### src/rtl/fpga_cfg_pkg.sv
// ----------------------------------------------------------------------------
// fpga_cfg_pkg
//
// Purpose : shared definitions for the configuration loader of the 4-CLB
//           adder fabric: loader state encoding, frame header constant,
//           fabric geometry defaults and the frame checksum helper.
//
// Ports   : none (package).
// ----------------------------------------------------------------------------
package fpga_cfg_pkg;

   // Fabric geometry defaults: four CLBs, each with a 2-bit mux select.
   localparam int NUM_CLB_DEF = 4;
   localparam int SEL_W_DEF   = 2;

   // First byte of every configuration frame.
   localparam logic [7:0] CFG_HDR = 8'hA5;

   // Loader sequencing states.
   typedef enum logic [2:0] {
      IDLE    = 3'd0,
      GET_CFG = 3'd1,
      GET_CHK = 3'd2,
      APPLY   = 3'd3,
      SETTLE  = 3'd4,
      RUN     = 3'd5,
      ERROR   = 3'd6
   } cfg_state_t;

   // Checksum byte a well-formed frame must carry after the given CFG byte.
   function automatic logic [7:0] cfg_chk(input logic [7:0] cfg);
      return CFG_HDR ^ cfg;
   endfunction

endpackage : fpga_cfg_pkg

### src/rtl/cfg_timer.sv
// ----------------------------------------------------------------------------
// cfg_timer
//
// Purpose : loadable down-counter with a zero flag. The loader uses one
//           instance for both the inter-byte timeout and the settle
//           interval; the two are never active at the same time.
//
// Ports   :
//   clk         in   clock, rising edge
//   rst_n       in   asynchronous active-low reset (counter clears to 0)
//   load_i      in   load load_val_i on the next edge (wins over dec_i)
//   load_val_i  in   value to load
//   dec_i       in   decrement on the next edge; saturates at zero
//   zero_o      out  counter currently holds zero
// ----------------------------------------------------------------------------
module cfg_timer #(
   parameter int W = 5
) (
   input  logic         clk,
   input  logic         rst_n,
   input  logic         load_i,
   input  logic [W-1:0] load_val_i,
   input  logic         dec_i,
   output logic         zero_o
);

   logic [W-1:0] cnt_q;
   logic [W-1:0] cnt_d;

   always_comb begin
      cnt_d = cnt_q;
      if (load_i) begin
         cnt_d = load_val_i;
      end else if (dec_i && (cnt_q != '0)) begin
         cnt_d = cnt_q - W'(1);
      end
   end

   always_ff @(posedge clk or negedge rst_n) begin
      if (!rst_n) begin
         cnt_q <= '0;
      end else begin
         cnt_q <= cnt_d;
      end
   end

   assign zero_o = (cnt_q == '0);

endmodule : cfg_timer

### src/rtl/fpga_cfg_loader.sv
// ----------------------------------------------------------------------------
// fpga_cfg_loader
//
// Purpose : configuration sequencer for the 4-CLB adder fabric. Receives a
//           3-byte frame {HDR=A5, CFG, CHK=HDR^CFG} over a valid/ready byte
//           interface. A good frame holds the fabric, commits CFG as the
//           select word, waits a settle interval and releases the fabric.
//           A bad checksum or an inter-byte timeout flags an error and leaves
//           the previously committed configuration running.
//
// Ports   :
//   clk          in   clock, rising edge
//   reset        in   asynchronous active-low reset
//   cfg_valid    in   byte-valid strobe
//   cfg_data     in   [7:0] frame byte
//   cfg_ready    out  loader accepts a byte this cycle (decoded from state)
//   sel_bus      out  [NUM_CLB*SEL_W-1:0] committed select word
//   fabric_hold  out  hold CLBs in reset/bypass (decoded from state)
//   cfg_done     out  valid configuration active, fabric running
//   cfg_error    out  last frame failed (checksum or timeout)
//   cfg_count    out  [7:0] successful commits, wraps 255 -> 0
//
// The select word is expected to be 8 bits wide (NUM_CLB*SEL_W <= 8): it is
// taken from the low bits of the CFG byte.
// ----------------------------------------------------------------------------
module fpga_cfg_loader
   import fpga_cfg_pkg::*;
#(
   parameter int NUM_CLB    = NUM_CLB_DEF,
   parameter int SEL_W      = SEL_W_DEF,
   parameter int SETTLE_CYC = 4,
   parameter int TIMEOUT    = 16
) (
   input  logic                       clk,
   input  logic                       reset,
   input  logic                       cfg_valid,
   input  logic [7:0]                 cfg_data,
   output logic                       cfg_ready,
   output logic [NUM_CLB*SEL_W-1:0]   sel_bus,
   output logic                       fabric_hold,
   output logic                       cfg_done,
   output logic                       cfg_error,
   output logic [7:0]                 cfg_count
);

   localparam int SEL_BITS = NUM_CLB * SEL_W;

   // One timer serves both intervals, so it is sized for the longer one.
   localparam int TMR_MAX = (TIMEOUT > SETTLE_CYC) ? TIMEOUT : SETTLE_CYC;
   localparam int TMR_W   = $clog2(TMR_MAX + 1);

   // The timer is checked for zero before it is decremented, so loading N-1
   // gives exactly N cycles before the zero-driven transition fires.
   localparam logic [TMR_W-1:0] TIMEOUT_LD = TMR_W'(TIMEOUT - 1);
   localparam logic [TMR_W-1:0] SETTLE_LD  = TMR_W'(SETTLE_CYC - 1);

   // ------------------------------------------------------------------------
   // State and datapath registers
   // ------------------------------------------------------------------------
   cfg_state_t            state_q,   state_d;
   logic [7:0]            shadow_q,  shadow_d;
   logic [SEL_BITS-1:0]   sel_q,     sel_d;
   logic [7:0]            count_q,   count_d;
   logic                  has_cfg_q, has_cfg_d;
   logic                  done_q;
   logic                  error_q;

   // Timer control
   logic                  tmr_load;
   logic [TMR_W-1:0]      tmr_ld_val;
   logic                  tmr_dec;
   logic                  tmr_zero;

   logic                  accept;
   logic                  is_hdr;

   // ------------------------------------------------------------------------
   // Handshake decode
   // ------------------------------------------------------------------------
   // Ready is withdrawn only while a commit is in progress; the source has
   // to hold its byte until the settle interval has elapsed.
   assign cfg_ready = (state_q != APPLY) && (state_q != SETTLE);
   assign accept    = cfg_valid && cfg_ready;
   assign is_hdr    = (cfg_data == CFG_HDR);

   // ------------------------------------------------------------------------
   // Shared interval timer
   // ------------------------------------------------------------------------
   cfg_timer #(
      .W (TMR_W)
   ) u_timer (
      .clk        (clk),
      .rst_n      (reset),
      .load_i     (tmr_load),
      .load_val_i (tmr_ld_val),
      .dec_i      (tmr_dec),
      .zero_o     (tmr_zero)
   );

   // ------------------------------------------------------------------------
   // Next-state logic
   // ------------------------------------------------------------------------
   always_comb begin
      state_d    = state_q;
      shadow_d   = shadow_q;
      sel_d      = sel_q;
      count_d    = count_q;
      has_cfg_d  = has_cfg_q;
      tmr_load   = 1'b0;
      tmr_ld_val = TIMEOUT_LD;
      tmr_dec    = 1'b0;

      unique case (state_q)
         // Waiting states: only a header byte starts a frame, anything else
         // is consumed and dropped. A header arms the inter-byte timeout.
         IDLE, RUN, ERROR: begin
            if (accept && is_hdr) begin
               state_d  = GET_CFG;
               tmr_load = 1'b1;
            end
         end

         GET_CFG: begin
            // An accepted byte takes priority over an expiring timeout.
            if (accept) begin
               shadow_d = cfg_data;
               state_d  = GET_CHK;
               tmr_load = 1'b1;
            end else if (tmr_zero) begin
               state_d = ERROR;
            end else begin
               tmr_dec = 1'b1;
            end
         end

         GET_CHK: begin
            if (accept) begin
               state_d = (cfg_data == cfg_chk(shadow_q)) ? APPLY : ERROR;
            end else if (tmr_zero) begin
               state_d = ERROR;
            end else begin
               tmr_dec = 1'b1;
            end
         end

         // Single-cycle commit: the only place the active select word moves.
         APPLY: begin
            sel_d      = shadow_q[SEL_BITS-1:0];
            count_d    = count_q + 8'd1;
            has_cfg_d  = 1'b1;
            state_d    = SETTLE;
            tmr_load   = 1'b1;
            tmr_ld_val = SETTLE_LD;
         end

         SETTLE: begin
            if (tmr_zero) begin
               state_d = RUN;
            end else begin
               tmr_dec = 1'b1;
            end
         end

         default: begin
            state_d = IDLE;
         end
      endcase
   end

   // ------------------------------------------------------------------------
   // Registers
   // ------------------------------------------------------------------------
   always_ff @(posedge clk or negedge reset) begin
      if (!reset) begin
         state_q   <= IDLE;
         shadow_q  <= 8'h00;
         sel_q     <= '0;
         count_q   <= 8'h00;
         has_cfg_q <= 1'b0;
         done_q    <= 1'b0;
         error_q   <= 1'b0;
      end else begin
         state_q   <= state_d;
         shadow_q  <= shadow_d;
         sel_q     <= sel_d;
         count_q   <= count_d;
         has_cfg_q <= has_cfg_d;
         // Status flags are registered copies of the state being entered so
         // they line up exactly with the state register.
         done_q    <= (state_d == RUN);
         error_q   <= (state_d == ERROR);
      end
   end

   // ------------------------------------------------------------------------
   // Outputs
   // ------------------------------------------------------------------------
   // Until the first commit there is no meaningful configuration, so the
   // fabric is held regardless of state.
   assign fabric_hold = (state_q == APPLY) || (state_q == SETTLE) || !has_cfg_q;
   assign sel_bus     = sel_q;
   assign cfg_done    = done_q;
   assign cfg_error   = error_q;
   assign cfg_count   = count_q;

endmodule : fpga_cfg_loader
### config.mk
export PLATFORM = sky130hd
export DESIGN_NAME = fpga_cfg_loader
export DESIGN_NICKNAME = d
export VERILOG_FILES = /design/src/rtl/fpga_cfg_pkg.sv /design/src/rtl/cfg_timer.sv /design/src/rtl/fpga_cfg_loader.sv
export SDC_FILE = /design/constraint.sdc
export NUM_CORES = 1
export LEC_CHECK = 0
export ABC_AREA = 1
export CORE_AREA = 2 2 75 48
export CTS_BUF_LIST = sky130_fd_sc_hd__clkbuf_4
export DETAILED_ROUTE_END_ITERATION = 16
export DIE_AREA = 0 0 77 50
export HOLD_SLACK_MARGIN = 0.08
export PLACE_DENSITY = 0.85
export SLEW_MARGIN = 20
export SYNTH_ARGS = -nofsm -noshare
export SYNTH_HDL_FRONTEND = slang
export SYNTH_SLANG_ARGS = --single-unit
### constraint.sdc
create_clock -name clk -period 2.3 [get_ports clk]
set_input_delay 0.345 -clock clk [delete_from_list [all_inputs] [get_ports clk]]
set_output_delay 0.345 -clock clk [all_outputs]
set_load 0.01 [all_outputs]
Yosys cells after proc, flatten, opt, wreduce, memory -nomap -nowiden
Cells that the tools add are included.
{ "classes": {"n_eq_ne": 12, "bitwise_logic": 1, "muxes": 16, "n_reduce_logical": 14, "addsub": 2} }
{ "op_table": {"columns": ["op", "n"], "rows": [
  ["$mux 3", 6],
  ["$eq 3x3->1 const B", 5],
  ["$pmux 3 s5", 1],
  ["$mux 5", 2],
  ["$add 8x1->8 const B", 1],
  ["$eq 8x8->1", 1],
  ["$eq 8x8->1 const B", 1],
  ["$eq 3x2->1 const B", 2],
  ["$logic_not 5->1", 1],
  ["$reduce_bool 5->1", 1],
  ["$sub 5x1->5 const B", 1],
  ["$logic_and 1x1->1", 4],
  ["$mux 1", 4],
  ["$mux 4", 1],
  ["$not 4->4", 1],
  ["$eq 3x1->1 const B", 1],
  ["$logic_not 3->1", 1],
  ["$ne 3x2->1 const B", 1],
  ["$ne 3x3->1 const B", 1],
  ["$pmux 1 s3", 1],
  ["$reduce_or 3->1", 1],
  ["$logic_or 1x1->1", 2],
  ["$pmux 1 s2", 1],
  ["$reduce_and 2->1", 1],
  ["3 further kinds", 3]
]} }
{ "totals": {"out_inout_bits": 20, "regBits": 35, "wordCells": 53, "input_bits": 11} }

Depth between registers and ports, before layout
Gate-level depths: netlist (run 1).
{ "logic_depth": {"depth_word": 8, "depth_mapped": 11, "depth_no_buf": 11} }

Cells and area by module
From an unflattened synthesis (run 1), not the netlist that was laid out.
{ "hier_totals": {"cells_unflattened": 232, "hier_area_um2": 1850.5} }
{ "by_module_without_submodules": {"columns": ["mod", "area_each_um2", "cells_per_inst", "n_inst", "seq_area_each_um2"], "rows": [
  ["fpga_cfg_loader", 1515.2, 186, 1, 750.7],
  ["cfg_timer", 335.3, 46, 1, 125.1]
]} }

Worst setup path after synthesis (run 1)
Ideal clock, no wire load.
{ "synth_timing": {"path_type": "register -> register", "from": "reg state_q[1]", "to": "reg u_timer.cnt_q[2]", "setup_time_ps": 130, "stages_incl_launch_ff": 11, "path_buffers": 0, "synth_period_minus_slack_ps": 1399, "t_arrival_ps": 1269, "required_time_ps": 2170, "setup_slack_ps": 901, "path_cell_list": "dfrtp_1 nand2_2 nor2_2 inv_2 nand2_4 nor2_4 nand3_1 nand2_2 inv_2 nand3_2 o211ai_2"} }
{ "synth_via": {"elab_chain_cells": 7, "word_cells_on_any_way": 23, "classes_between": "eq/ne: 8; mux: 7; reduce/logical: 8"} }
{ "synth_rtl": {"columns": ["item", "line", "source"], "rows": [
  ["from (decl)", "fpga_cfg_loader.sv:60", "cfg_state_t state_q, state_d;"],
  ["from (signal assigned)", "fpga_cfg_loader.sv:183", "state_q <= state_d;"],
  ["$ne 3x2->1 or $ne 3x3->1 (tied branches)", "fpga_cfg_loader.sv:82", "assign cfg_ready = (state_q != APPLY) && (state_q != SETTLE);"],
  ["$logic_and 1x1->1", "fpga_cfg_loader.sv:82", null],
  ["$logic_and 1x1->1", "fpga_cfg_loader.sv:83", "assign accept = cfg_valid && cfg_ready;"],
  ["$logic_and 1x1->1 or $mux 1 (tied branches)", "fpga_cfg_loader.sv:117, fpga_cfg_loader.sv:137", null],
  ["$mux 1 or $pmux 1 s2 (tied branches)", "fpga_cfg_loader.sv:117, fpga_cfg_loader.sv:113", null],
  ["$pmux 1 s3 or $logic_and 1x1->1 (tied branches)", "fpga_cfg_loader.sv:113, cfg_timer.sv:34", null],
  ["$mux 5 or $reduce_bool 2->1 (tied branches)", null, null],
  ["to (signal assigned)", "cfg_timer.sv:43", "cnt_q <= cnt_d;"],
  ["to (decl)", "cfg_timer.sv:27", "logic [W-1:0] cnt_q;"]
]} }
Parallel ways exist; a longest one is shown, timed or not.
A chain may end at the register's enable or synchronous reset.

Final worst setup path (run 1)
{ "layout_timing": {"from": "reg state_q[1]", "to": "out cfg_ready"} }
{ "layout_via": {"elab_chain_cells": 2, "word_cells_on_any_way": 3, "classes_between": "eq/ne: 2; reduce/logical: 1"} }
{ "layout_rtl": {"columns": ["item", "line", "source"], "rows": [
  ["$ne 3x2->1 or $ne 3x3->1 (tied branches)", "fpga_cfg_loader.sv:82", null],
  ["$logic_and 1x1->1 (*)", "fpga_cfg_loader.sv:82", null],
  ["to (decl)", "fpga_cfg_loader.sv:38", "output logic cfg_ready,"]
]} }
Every way passes the cells marked *; elsewhere a longest branch is shown, timed or not.

==> results of run 1 <==
stage by stage:
step           power [mW]  utilization [%]  cells  hold WS (ps)
2_1_floorplan       1.621                -    211         49.41
3_3_place_gp        1.948            67.33    285         458.8
3_5_place_dp        1.995            67.33    285         464.7
4_1_cts             2.298            68.87    292         411.2
5_1_grt             2.500            69.58    293         433.5
6_report            2.319            69.58    293         405.6
cell families after synthesis:
kind of cell	Yosys count	share of synthesized area (%)
simple gates	102	26.52
flops	35	49.37
buf+inv	33	7.264
compound gates	24	7.828
xor+xnor	14	6.911
fa+ha+maj	3	2.116
sequential cells by signal, summed over array words and instances, names as in the netlist:
register and flops:
cfg_count 8, shadow_q 8, cfg_error 1, cfg_done 1
has_cfg_q 1, u_timer.cnt_q 5, sel_bus 8, state_q 3
synth_stat cells, drive strengths merged, types with 2 or more instances:
cell    n  area [µm²]
inv    30       112.6
a21oi   6       30.03
o21ai  16       83.83
buf     2       12.51
xnor2   7       61.31
ha      3       37.54
dfrtp  35       875.8
nand2  62       247.7
xor2    7       61.31
nor3    3       25.02
nand3  13       75.07
nand4   6       37.54
nor2   16       72.57
worst max path at each step:
stage / startpoint / endpoint / slack [ps] / depth (start not counted)
floorplan: state_q[1] / u_timer.cnt_q[2] / 900 / 10
global placement: state_q[1] / cfg_ready / 440 / 6
detailed placement: state_q[1] / cfg_ready / 370 / 6
CTS: state_q[1] / fabric_hold / 8 / 7
global route: state_q[1] / cfg_ready / -2 / 6
finish: state_q[1] / cfg_ready / 80 / 6
cell type report:
type,instances,area (µm²),share of cell area (%)
Tap cell,45,56.30,2.558
Timing Repair Buffer,33,325.3,14.78
Sequential cell,35,878.3,39.91
Clock inverter,2,8.758,0.3980
Multi-Input combinational cell,143,779.5,35.42
Clock buffer,5,37.54,1.706
Inverter,30,115.1,5.230
power breakdown:
| group | internal (mW) | switching (mW) | total, mW |
|---|---|---|---|
| clock | 0.108 | 0.199 | 0.307 |
| combinational | 0.456 | 0.553 | 1.01 |
| sequential | 0.820 | 0.183 | 1.00 |
per-layer routing:
| layer | vias up | share of wire [%] | GRT usage [%] |
|---|---|---|---|
| met4 | 0 | 0.78 | 5.952 |
| met2 | 45 | 43 | 31.43 |
| met3 | 4 | 7.2 | 8.608 |
| li1 | 737 | - | - |
| met5 | - | 0 | 0 |
| met1 | 656 | 49 | 28.71 |
timing repair:
| action | 4_1_cts | 5_1_grt |
|---|---|---|
| endpoints found under the hold margin | 0 | 0 |
| setup buffers | 0 | 1 |
| resized for setup | 1 | 6 |
| endpoints found under the setup margin | 2 | 2 |
critical path: stages, from the launching register on:
cell and delay [ps]:
dfrtp_2 470, nand2_2 130, nor2_4 50, inv_4 170, nand2_4 90, inv_1 80
clkdlybuf4s50_1 530
==> results.cfg, run 1 <==
[timing]
worst_pin_slew_ps = 451.4
fin_crit_ps = 2220
drv_slew = 0
report.final.hold_viol_count = 0
skew_ps = 22.19
maxSlewHeadroom_pct = 69.83
fin_setup_tns_ps = 0
fmax_mhz = 450.4
min_period_over_period_pct = 96.53
finalWorstSetupSlack_ps = 79.92
setup_viol = 0

[synthesis]
async_flop_share_pct = 100.0
synth_fp_nets = 225
synth_seq_area_share_pct = 49.37
yosys_warnings = 0
syn_inst = 211
synth_area_per_cell_um2 = 8.409
ys_ff_latch = 35
ys_types = 28
ys.flop_type = dfrtp_1
synth_area_um2 = 1774
synth_edf_count = 0

[cells_and_area]
layout-drive-gt1-share_pct = 12.50
design_area_um2 = 2201
n_antenna_cell = 0
areaGrowthSynthToFinish_pct = 24.05
nNetsFinal = 262
fillerInstances = 272
final_cell_mix = 57 x nand2_1, 33 x dfrtp_1, 29 x clkdlybuf4s50_1
final_common_cell = nand2_1

[routing]
wirelength_um = 3726
vias = 1442
wl_per_cell_um = 12.72
drt_iter0_drc = 173
routed_via_density = 4.922
postRouteAntennaNets = 0
drt_first_pass_iters = 4
drc = 0

[placement]
placed_cell_area_um2 = 2130
portBuffers = 30
dp_hpwl_um = 2774
gp_congestion = 0.8357
preCtsSetupSlack_ps = 374.5

[global_routing]
grt_pass1_wl_um = 6210
grt_max_degree = 36
antenna_found_initial = 0
track_usage_pct = 21.14
grt_pass1_vias = 1400
overflow = 0

[clock_network]
cts_sinks = 35
cts_buffers = 5
clock_latency_ps = 350
htreeDepth = 2
hold_buffers = 0
root_buffer = clkbuf_4
cts_tree = done
clk_path_buf_depth = 2
clk_pin_slew_ps = 110

[critical_path]
arrival_ps = 1880
required_ps = 1960
worstSetupEndpointType = primary output
r2r_start = u_timer.cnt_q[2]
r2r-end = u_timer.cnt_q[0]
reg2reg_depth = 6
r2r_slack_ps = 580
crit_type = register to primary output
crit_path_start_kind = register
path_max_fanout = 16

[floorplan]
die_area_um2 = 3850
start_util_pct = 56.09
die_h_um = 50
die_w_um = 77
row_count = 16
ios = 31
core_um2 = 3163

[power_and_ir_drop]
power_density_nw_per_um2 = 1054
peakVddDrop_v = 0.0006190
power.leakage_nw = 1.121

[hold_path]
holdCritPathClass = input pin to asynchronous set/reset pin

[status]
outcome = complete, no violations

[run]
maxCapViolations = 0
Power figures use the tool's default switching activity.
==> run 2: changes to the inputs <==
- CORE_AREA: 2 2 75 48 -> 2 2 59 61
- DIE_AREA: 0 0 77 50 -> 0 0 61 63
- PLACE_DENSITY: 0.85 -> 0.83
==> run 2 against run 1 <==
Final cell count grew 1.0%. Hold slack lost 2.0 ps. Largest cell class unchanged. Largest power group unchanged. Power grew 1.0%.
==> results.cfg, run 2 (synthesized netlist as in run 1, its figures left out) <==
[status]
outcome = complete, no violations

[power_and_ir_drop]
p_sw_mw = 0.9338
intPower_mw = 1.409
power_frac_clock_pct = 13.9
p_comb_share_pct = 43.3
seqPwrFrac_pct = 42.8
power_density_nw_per_um2 = 1058
switching_share_pct = 39.86
peakVddDrop_v = 0.0005857
fin_total_pwr_mw = 2.342
power.leakage_nw = 1.127

[timing]
drv_slew = 0
fin_crit_ps = 2179
worst_pin_slew_ps = 438.6
fmax_mhz = 459.0
report.final.hold_viol_count = 0
hold_ws_ps = 403.6
setup_viol = 0
skew_ps = 7.368
maxSlewHeadroom_pct = 70.69
min_period_over_period_pct = 94.72
fin_setup_tns_ps = 0

[cells_and_area]
nNetsFinal = 263
n_antenna_cell = 0
final_common_cell = nand2_1
areaGrowthSynthToFinish_pct = 24.75
layout-drive-gt1-share_pct = 12.80
design_area_um2 = 2213
final_cell_mix = 57 x nand2_1, 33 x dfrtp_1, 30 x clkdlybuf4s50_1

[run]
maxCapViolations = 0

[routing]
wirelength_um = 3563
routed_via_density = 4.983
drc = 0
drt_iter0_drc = 106
wl_per_cell_um = 12.04
vias = 1475
postRouteAntennaNets = 0
drt_first_pass_iters = 4

[floorplan]
die_w_um = 61
core_um2 = 3232
ios = 31
row_count = 21
start_util_pct = 54.90
die_h_um = 63
die_area_um2 = 3843

[global_routing]
antenna_found_initial = 0
grt_pass1_vias = 1286
track_usage_pct = 21.22
overflow = 0
grt_max_degree = 36
grt_pass1_wl_um = 6009

[hold_path]
holdCritPathClass = input pin to asynchronous set/reset pin

[critical_path]
r2r-end = u_timer.cnt_q[2]
r2r_slack_ps = 670
startpoint = state_q[0]
r2r_start = state_q[1]
worstSetupEndpointType = primary output
crit_chain = nand2_2, nor2_4, inv_4, nand2_4, inv_1, nand2_1, clkdlybuf4s50_1
path_max_fanout = 16
arrival_ps = 1830
crit_type = register to primary output
cp_slowest_cell = clkdlybuf4s50_1
reg2reg_depth = 10
crit_path_start_kind = register
critPathMaxStageDelay_ps = 530
required_ps = 1960

[clock_network]
cts_sinks = 35
cts_tree = done
hold_buffers = 0
clock_latency_ps = 340
clk_path_buf_depth = 2
htreeDepth = 2
cts_buffers = 5
clk_pin_slew_ps = 100
root_buffer = clkbuf_4

[placement]
gp_congestion = 0.7886
dp_hpwl_um = 2574
portBuffers = 30
placed_cell_area_um2 = 2131
[run 2: power groups by stage]
stage / clock, mW / combinational (mW) / sequential [mW]
after global placement: 0 / 0.943 / 0.994
after global routing: 0.362 / 1.14 / 1.03
after floorplan: 0 / 0.625 / 0.996
after detailed placement: 0 / 0.986 / 1.01
final: 0.326 / 1.01 / 1.00
after CTS: 0.331 / 0.993 / 0.994
[run 2: through the flow]
stage	setup slack, ps	util (%)	instances
floorplan	901.3	-	211
global placement	451.3	65.93	286
detailed placement	410.9	65.93	286
CTS	26.66	67.56	294
global route	-13.50	68.49	296
finish	121.4	68.49	296
[run 2: worst max path at each step]
stage,depth (start not counted),slack [ps],to
3_3_place_gp,7,450,fabric_hold
6_report,7,120,fabric_hold
4_1_cts,7,30,fabric_hold
5_1_grt,7,-10,fabric_hold
3_5_place_dp,7,410,fabric_hold
2_1_floorplan,10,900,u_timer.cnt_q[2]
[run 2: metal layers]
layer | global-route usage, % | part of all wire (%) | vias to the layer above
met2 | 30.65 | 47 | 49
met5 | 0 | 0 | -
met3 | 6.211 | 5.9 | 7
met4 | 8.696 | 1.6 | 0
met1 | 29.55 | 46 | 676
li1 | - | - | 743
[run 2: final cells by class]
type / count / area [µm²]
fillers: 256 / 1018
flip-flops and latches: 35 / 878.3
multi-input cells: 143 / 779.5
repair buffers: 34 / 330.3
inverters: 30 / 115.1
well taps: 46 / 57.56
clock buffers: 6 / 45.04
clock inverters: 2 / 7.507
[run 2: what timing repair did]
action | in CTS | in global routing
setup endpoints to repair | 0 | 2
buffers inserted | 0 | 2
gates resized for setup | 0 | 6
[run 2: worst max-delay path, delay by kind of cell, from the launching register on]
family | cells | cell delay [ps]
buffers and inverters | 3 | 680
DFF | 1 | 430
and+or+nand+nor | 4 | 380
